File: config.mk
export PLATFORM = sky130hd
export DESIGN_NAME = delay_prog
export DESIGN_NICKNAME = d
export VERILOG_FILES = /design/src/rtl/delay_prog_pkg.sv /design/src/rtl/delay_ram.sv /design/src/rtl/delay_prog.sv
export SDC_FILE = /design/constraint.sdc
export NUM_CORES = 1
export LEC_CHECK = 0
export ABC_AREA = 1
export CAP_MARGIN = 20
export CORE_MARGIN = 3
export CORE_UTILIZATION = 50
export DETAILED_ROUTE_END_ITERATION = 16
export GPL_TIMING_DRIVEN = 0
export PLACE_DENSITY = 0.7
export SYNTH_ARGS = -nofsm -noshare
export SYNTH_HDL_FRONTEND = slang
export SYNTH_SLANG_ARGS = --single-unit
File: constraint.sdc
create_clock -name clk -period 2.95 [get_ports clk]
set_clock_uncertainty 0.05 [all_clocks]
set_input_delay 0.295 -clock clk [delete_from_list [all_inputs] [get_ports clk]]
set_output_delay 0.295 -clock clk [all_outputs]
set_load 0.005 [all_outputs]
File: src/rtl/delay_prog_pkg.sv
// Shared definitions for the programmable beat-delay line.
//   state_t        : FILL (collecting D samples after a flush) / RUN (emitting)
//   DEFAULT_DELAY  : delay in effect after reset
//   clamp_delay()  : maps a raw 5-bit delay request onto the legal range 1..depth
package delay_prog_pkg;

    typedef enum logic {
        FILL = 1'b0,
        RUN  = 1'b1
    } state_t;

    localparam int DEFAULT_DELAY = 7;

    function automatic int clamp_delay(input logic [4:0] sel, input int depth);
        if (sel == 5'd0) begin
            return 1;
        end
        if (int'(sel) > depth) begin
            return depth;
        end
        return int'(sel);
    endfunction

endpackage

File: src/rtl/delay_ram.sv
// DEPTH x WIDTH sample store for delay_prog.
//   clk, reset        : clock; reset clears only the read register
//   wr_en/addr/data   : write port
//   rd_en/addr        : read request, result registered into rd_data
//   rd_data           : read result; holds its value when rd_en is low
// The array itself has no reset. A read of the slot being written in the
// same cycle returns the old contents, which is what makes D = DEPTH work.
module delay_ram #(
    parameter int WIDTH = 25,
    parameter int DEPTH = 16,
    parameter int AW    = $clog2(DEPTH)
) (
    input  logic             clk,
    input  logic             reset,
    input  logic             wr_en,
    input  logic [AW-1:0]    wr_addr,
    input  logic [WIDTH-1:0] wr_data,
    input  logic             rd_en,
    input  logic [AW-1:0]    rd_addr,
    output logic [WIDTH-1:0] rd_data
);

    logic [WIDTH-1:0] mem [DEPTH];

    always_ff @(posedge clk) begin
        if (wr_en) begin
            mem[wr_addr] <= wr_data;
        end
    end

    always_ff @(posedge clk or posedge reset) begin
        if (reset) begin
            rd_data <= '0;
        end else if (rd_en) begin
            rd_data <= mem[rd_addr];
        end
    end

endmodule

File: src/rtl/delay_prog.sv
// Programmable delay line counting valid beats rather than clock cycles.
//   clk, reset          : clock, asynchronous active-high reset
//   data_in, valid_in   : input sample stream
//   delay_sel, load     : load latches a new delay (clamped to 1..DEPTH) and flushes
//   data_out, valid_out : registered delayed stream; data_out holds when not valid
//   primed              : high while the line holds at least D samples (state RUN)
//
// state | meaning
// FILL  | fewer than D samples accepted since the last flush; no outputs
// RUN   | at least D samples stored; every accepted sample emits sample N-D
module delay_prog
    import delay_prog_pkg::*;
#(
    parameter int WIDTH         = 25,
    parameter int DEPTH         = 16,
    parameter int DEFAULT_DELAY = delay_prog_pkg::DEFAULT_DELAY
) (
    input  logic                    clk,
    input  logic                    reset,
    input  logic signed [WIDTH-1:0] data_in,
    input  logic                    valid_in,
    input  logic [4:0]              delay_sel,
    input  logic                    load,
    output logic signed [WIDTH-1:0] data_out,
    output logic                    valid_out,
    output logic                    primed
);

    localparam int AW = $clog2(DEPTH);
    localparam int DW = $clog2(DEPTH + 1);

    state_t        state, state_next;
    logic [DW-1:0] d_reg;
    logic [DW-1:0] d_new;
    logic [DW-1:0] cnt, cnt_next, cnt_inc;
    logic [AW-1:0] wr_ptr;
    logic [AW-1:0] rd_addr;
    logic          rd_en;
    logic [WIDTH-1:0] rd_data;
    int            rd_i;

    assign d_new   = DW'(clamp_delay(delay_sel, DEPTH));
    assign cnt_inc = cnt + DW'(1);

    // State register, together with the delay and fill counter it governs.
    always_ff @(posedge clk or posedge reset) begin
        if (reset) begin
            state <= FILL;
            cnt   <= '0;
            d_reg <= DW'(DEFAULT_DELAY);
        end else begin
            state <= state_next;
            cnt   <= cnt_next;
            if (load) begin
                d_reg <= d_new;
            end
        end
    end

    // A sample accepted with load counts as the first sample of the new fill.
    always_comb begin
        state_next = state;
        cnt_next   = cnt;
        if (load) begin
            cnt_next   = valid_in ? DW'(1) : '0;
            state_next = (valid_in && d_new == DW'(1)) ? RUN : FILL;
        end else if (valid_in && state == FILL) begin
            cnt_next = cnt_inc;
            if (cnt_inc == d_reg) begin
                state_next = RUN;
            end
        end
    end

    always_comb begin
        primed = (state == RUN);
        rd_en  = valid_in && (state == RUN) && !load;
    end

    // Read index trails the write pointer by D, wrapping modulo DEPTH.
    always_comb begin
        rd_i = int'(wr_ptr) - int'(d_reg);
        if (rd_i < 0) begin
            rd_i = rd_i + DEPTH;
        end
        rd_addr = AW'(rd_i);
    end

    always_ff @(posedge clk or posedge reset) begin
        if (reset) begin
            wr_ptr    <= '0;
            valid_out <= 1'b0;
        end else begin
            valid_out <= rd_en;
            if (valid_in) begin
                wr_ptr <= (wr_ptr == AW'(DEPTH - 1)) ? '0 : wr_ptr + AW'(1);
            end
        end
    end

    delay_ram #(
        .WIDTH (WIDTH),
        .DEPTH (DEPTH),
        .AW    (AW)
    ) u_ram (
        .clk     (clk),
        .reset   (reset),
        .wr_en   (valid_in),
        .wr_addr (wr_ptr),
        .wr_data (data_in),
        .rd_en   (rd_en),
        .rd_addr (rd_addr),
        .rd_data (rd_data)
    );

    assign data_out = rd_data;

endmodule

* Word level (Yosys, flattened, before mapping) *
Memories as Yosys holds them, arrays and structs flattened. A register that Yosys moved wholly into a read port is not among the register bits.
Cells that the tools add are included.

operators by class
  bitwise gates (word level) = 1
  $lt $le $gt $ge = 2
  multiplexer cells = 18
  $add $sub $neg = 4
  reductions and logical operators = 9
  eq/ne operators = 3

operator list
  cell                                                                           count
  5-bit 2-to-1 mux                                                               5
  1-bit 2-to-1 mux                                                               11
  4-bit by 1-bit adder with 4-bit output (second input constant)                 2
  4-bit 2-to-1 mux                                                               2
  6-bit by 1-bit less-than comparator with 1-bit output (second input constant)  1
  4-bit by 5-bit subtractor with 6-bit output                                    1
  5-bit by 1-bit adder with 5-bit output (second input constant)                 1
  5-bit by 1-bit == test with 1-bit output (second input constant)               1
  5-bit == test                                                                  1
  5-bit greater-than comparator (second input constant)                          1
  5-bit zero test                                                                1
  4-bit == test (second input constant)                                          1
  1-bit logical AND                                                              4
  2-bit nonzero test                                                             2
  2-bit AND reduction                                                            1
  1-bit zero test                                                                1
  1-bit inverter                                                                 1

word-level totals
  memories kept = 1
  bits of input ports = 34
  bits in registers = 16
  logic and storage cells = 43
  RAM bits = 400

memory list
  memory     words  bits a word  rd ports  clocked after memory_dff  wr ports  RTL line         RTL
  u_ram.mem  16     25           1         1                         1         delay_ram.sv:23  logic [WIDTH-1:0] mem [DEPTH];

* Logic depth before layout (Yosys ltp) *
  depth after elaboration = 9
  mapped depth = 13

* By module *
From an unflattened synthesis, not the netlist that was laid out.

second synthesis, totals
  cells, all modules = 1566
  area, all modules = 18202.5 µm²

by module, submodules not included
  module      area an instance (µm²)  sequential area each (µm²)  times used  cells an instance
  delay_ram   17235.3                 12637.1                     1           1444
  delay_prog  967.2                   404.1                       1           122

* Worst setup path after synthesis *
No wires, ideal clock.

  kind = input to register
  start point = input port valid_in
  end point = memory u_ram.mem[10][0], enable pin
  arrival time = 2.018 ns
  path slack = 0.475 ns
  buffers on the path = 2
  cell stages on the path = 4
  required time = 2.493 ns
  cell sequence = clkbuf_1 clkbuf_1 nand2_1 nor2_1

on the way
  word-level cells in the longest chain between the ends = 2

RTL lines
  element                                 RTL line          RTL
  start, declared                         delay_prog.sv:21  input logic valid_in,
  1-bit 2-to-1 mux                        delay_ram.sv:26   if (wr_en) begin
  1-bit 2-to-1 mux (not written as such)  delay_ram.sv:27   mem[wr_addr] <= wr_data;
  end, declared                           delay_ram.sv:23

No other way between the ends.

* Worst setup path in the final report *
  start point = register wr_ptr[0]
  end point = register u_ram.rd_data[18], read port of u_ram.mem

on the way
  word-level cells in the longest chain between the ends = 3
  elaborated cells on any way between the ends = 4
  classes of those cells = 2 x add/sub; 1 x order compare; 1 x mux

RTL lines
  element                                                                                                          RTL line                            RTL
  start, declared                                                                                                  delay_prog.sv:36                    logic [AW-1:0] wr_ptr;
  start signal, assigned                                                                                           delay_prog.sv:96                    wr_ptr <= (wr_ptr == AW'(DEPTH - 1)) ? '0 : wr_ptr + AW'(1);
  4-bit by 5-bit subtractor with 6-bit output (*)                                                                  delay_prog.sv:82                    rd_i = int'(wr_ptr) - int'(d_reg);
  6-bit by 1-bit less-than comparator with 1-bit output or 4-bit by 1-bit adder with 4-bit output (tied branches)  delay_prog.sv:83, delay_prog.sv:84
  4-bit 2-to-1 mux (*)                                                                                             delay_prog.sv:83                    if (rd_i < 0) begin
  end, declared                                                                                                    delay_ram.sv:20                     output logic [WIDTH-1:0] rd_data

Mark *: on every way between the ends. The rest lies on a longest branch, timed or not.
A chain may end at the register's enable or synchronous reset.

==> reports/qor.txt <==
===============================================================================
Area overhead of the layout relative to synthesis                         16.4%
Detailed-route DRC error count                                                0
Number of flip-flops in the largest register                                400
Number of top-level pins                                                     61
Total of buffers placed on input and output ports                            59
Number of cells on the worst reg-to-reg path                                 13
Initial Util                                                              51.2%
Maximum number of pins on one net before global-route repair                 27
Kind of launch point of the worst setup path                          flip-flop
Data arrival time of the worst path                                     3.17 ns
TritonCTS sink count                                                        441
Final global-route overflow total                                             0
Startpoint of the most critical setup path                            wr_ptr[0]
Overall routing resource usage                                            22.7%
#FFs+latches synth                                                          441
Detailed-routed wire length on met2                                     20.8 mm
Hold Crit Class                                                    input pin to async pin
Total iterations of the first detailed-routing run                            7
Count of warnings emitted by yosys                                            0
Number of DRC markers in iteration 0                                      1,032
Chip Height                                                              195 um
CP cell instances                                                  inv_1 > ha_1 > inv_1 > fa_1 > clkbuf_4 > buf_2 > nor2_1 > o21ai_0 > o21ai_0 > nand2_1 > nand3_1 > nand3_1 > nand2_1
Kind of capture point of the worst setup path                         flip-flop
Delay of the slowest cell on the worst path                             0.55 ns
Kind of critical path                                              flip-flop to flip-flop
Number of nets in the final layout                                        1,636
Clock tree from TritonCTS                                                 built
Biggest register                                                      u_ram.mem
Maximum count of clock buffers along a single path                            3
Number of cells produced by synthesis                                     1,482
Utilization after layout                                                  59.6%
Total power consumption of the routed design                            23.1 mW
Post-route clock period utilization                                       94.5%
Post-cts hold buffer count                                                    0
Pwr per Cell Area                                                   1110 nW/um2
Insertion delay to the later sink of the worst-skew pair                0.55 ns
Highest clock rate                                                    0.359 GHz
Layout cells sized above 1                                                11.3%
DRT antenna net count                                                         0
Number of rows in the core area                                              68
Vias in the first global route                                           11,349
Post-synth cell types                                                        31
Antenna Cells                                                                 0
Number of levels in the clock H-tree                                          2
Area of the core                                                     34,900 um2
Mean routed wirelength per cell                                         20.9 um
Vias per std cell                                                          5.58
Post-layout minimum cycle time                                          2.79 ns
Total of endpoints with negative setup slack in the final report              0
Initial antenna violation count                                               0
Number of fill cells                                                      2,733
Crit-path max FO                                                             10
Average instance area after synthesis                                  12.1 um2
Result of the run                                                  finished, final reports clean
Root buffer cell                                                   sky130_fd_sc_hd__clkbuf_16
Top library cells by usage in the layout, fill and taps aside      sky130_fd_sc_hd__edfxtp_1, sky130_fd_sc_hd__nor2_1, sky130_fd_sc_hd__nand2_1
Portion of the post-synthesis area used by sequential elements            73.0%
Leakage power                                                           7.28 nW
Global-route wire length before repair                                  66.6 mm
Slew margin rel.                                                          33.8%
Max-cap check violation count                                                 0
WL met1                                                                 18.7 mm
Registers with the most flip-flops                                 u_ram.mem (400), u_ram.rd_data (25)
Most common cell after layout, fill and taps aside                 sky130_fd_sc_hd__edfxtp_1
Final GP Congestion                                                       0.825
Die area                                                             38,100 um2
TritonCTS Buffers                                                            45
Count of endpoints failing hold in the final timing report                    0
Max Slew Vio Count                                                            0
Cell at the slowest stage of the critical path                     sky130_fd_sc_hd__fa_1
Routed length on met3                                                   3.34 mm
Synthesized area                                                     17,900 um2
Die width                                                                195 um
CP required                                                             3.33 ns
Critical register-to-register path startpoint                         wr_ptr[0]
Mapped Nets                                                               1,525
Post-Route WL                                                           43.7 mm
Peak VDD IR                                                              838 uV
Top routing layer used                                                     met4
Half-perimeter wire length of the detailed placement result             28.0 mm
Clock-pin transition on the worst setup and hold timing paths           0.06 ns
Via total after detailed routing                                         11,636
Slew at the pin closest to its max-slew limit                          0.990 ns
===============================================================================
-- timing repair --
action	4_1_cts	5_1_grt
setup endpoints to repair	25	25
gates resized for setup	8	32
gates cloned	0	0
setup buffers	0	3
-- worst max-delay path: cells and delay by family, from the launching register on --
kind                       cells  cell delay [ns]
and+or+nand+nor                5             0.43
buffers and inverters          4             0.75
DFF                            1             0.43
AOI/OAI and AO/OA              2             0.31
adders and majority gates      2             0.71
-- metrics by stage --
step	std cells	worst slack (ns)	instance area, um2	hold slack, ns	setup TNS (ns)
after floorplan	1482	0.475	17900	0.297	0
after global placement	1996	-0.858	19000	0.414	-246.95
after detailed placement	1998	-0.227	19200	0.415	-3.53
after CTS	2082	0.00665	20800	0.0963	0
after global routing	2085	-0.00905	20800	0.126	-0.0152
final	2085	0.161	20800	0.0807	0
-- kinds of logic (layout without fill, tap and decap cells) --
group / Yosys count / count (layout) / synth area share, %
compound gates: 318 / 318 / 8.99
xor+xnor: 6 / 6 / 0.546
fa+ha+maj: 9 / 9 / 0.672
buf+inv: 113 / 261 / 3.04
flops: 441 / 441 / 73.0
simple gates: 595 / 595 / 13.8
-- final timing paths --
check / to / slack [ns]
setup / recovery: u_ram.rd_data[18] / 0.16
hold / removal: primed / 0.08
setup reg to reg: u_ram.rd_data[18] / 0.16
hold reg to reg: u_ram.rd_data[20] / 0.43
max in group asynchronous: d_reg[0] / 2.16
min in group clk: wr_ptr[3] / 0.26
-- report_power, final --
group          internal [mW]  leakage, nW  switching (mW)
Sequential              7.59         4.13           0.252
Combinational           3.16         2.38            6.34
Clock                   3.50        0.767            2.31
-- layout make-up --
cell class / count / area [um2] / area share, %
Inverter: 27 / 101 / 0.487
Tap cell: 455 / 569 / 2.74
Sequential cell: 441 / 13000 / 62.7
Clock inverter: 27 / 267 / 1.28
Buffer: 86 / 470 / 2.26
Timing Repair Buffer: 64 / 661 / 3.17
Clock buffer: 57 / 1270 / 6.12
Multi-Input combinational cell: 928 / 4420 / 21.3
-- routing by layer --
metal,vias up,GRT usage (%)
met5,-,0
li1,5458,-
met1,5620,32.9
met3,64,2.74
met2,494,37.1
met4,0,6.05
-- synth_stat cells (all sizes together) --
cell         instances  area, um2
a21oi                5       25.0
buf                 38        251
clkbuf              46        173
dfrtp               38        951
dfstp                3       78.8
dlygate4sd1          2       17.5
edfxtp             400      12000
fa                   1       20.0
ha                   8        100
inv                 27        101
nand2              184        693
nand3               85        536
nand4                5       31.3
nor2               321       1200
o2111ai              1       8.76
o211ai               1       7.51
o21ai              305       1530
o21bai               2       15.0
o22ai                4       25.0
xnor2                4       72.6
xor2                 2       25.0
(Power assumes the default switching activity.)
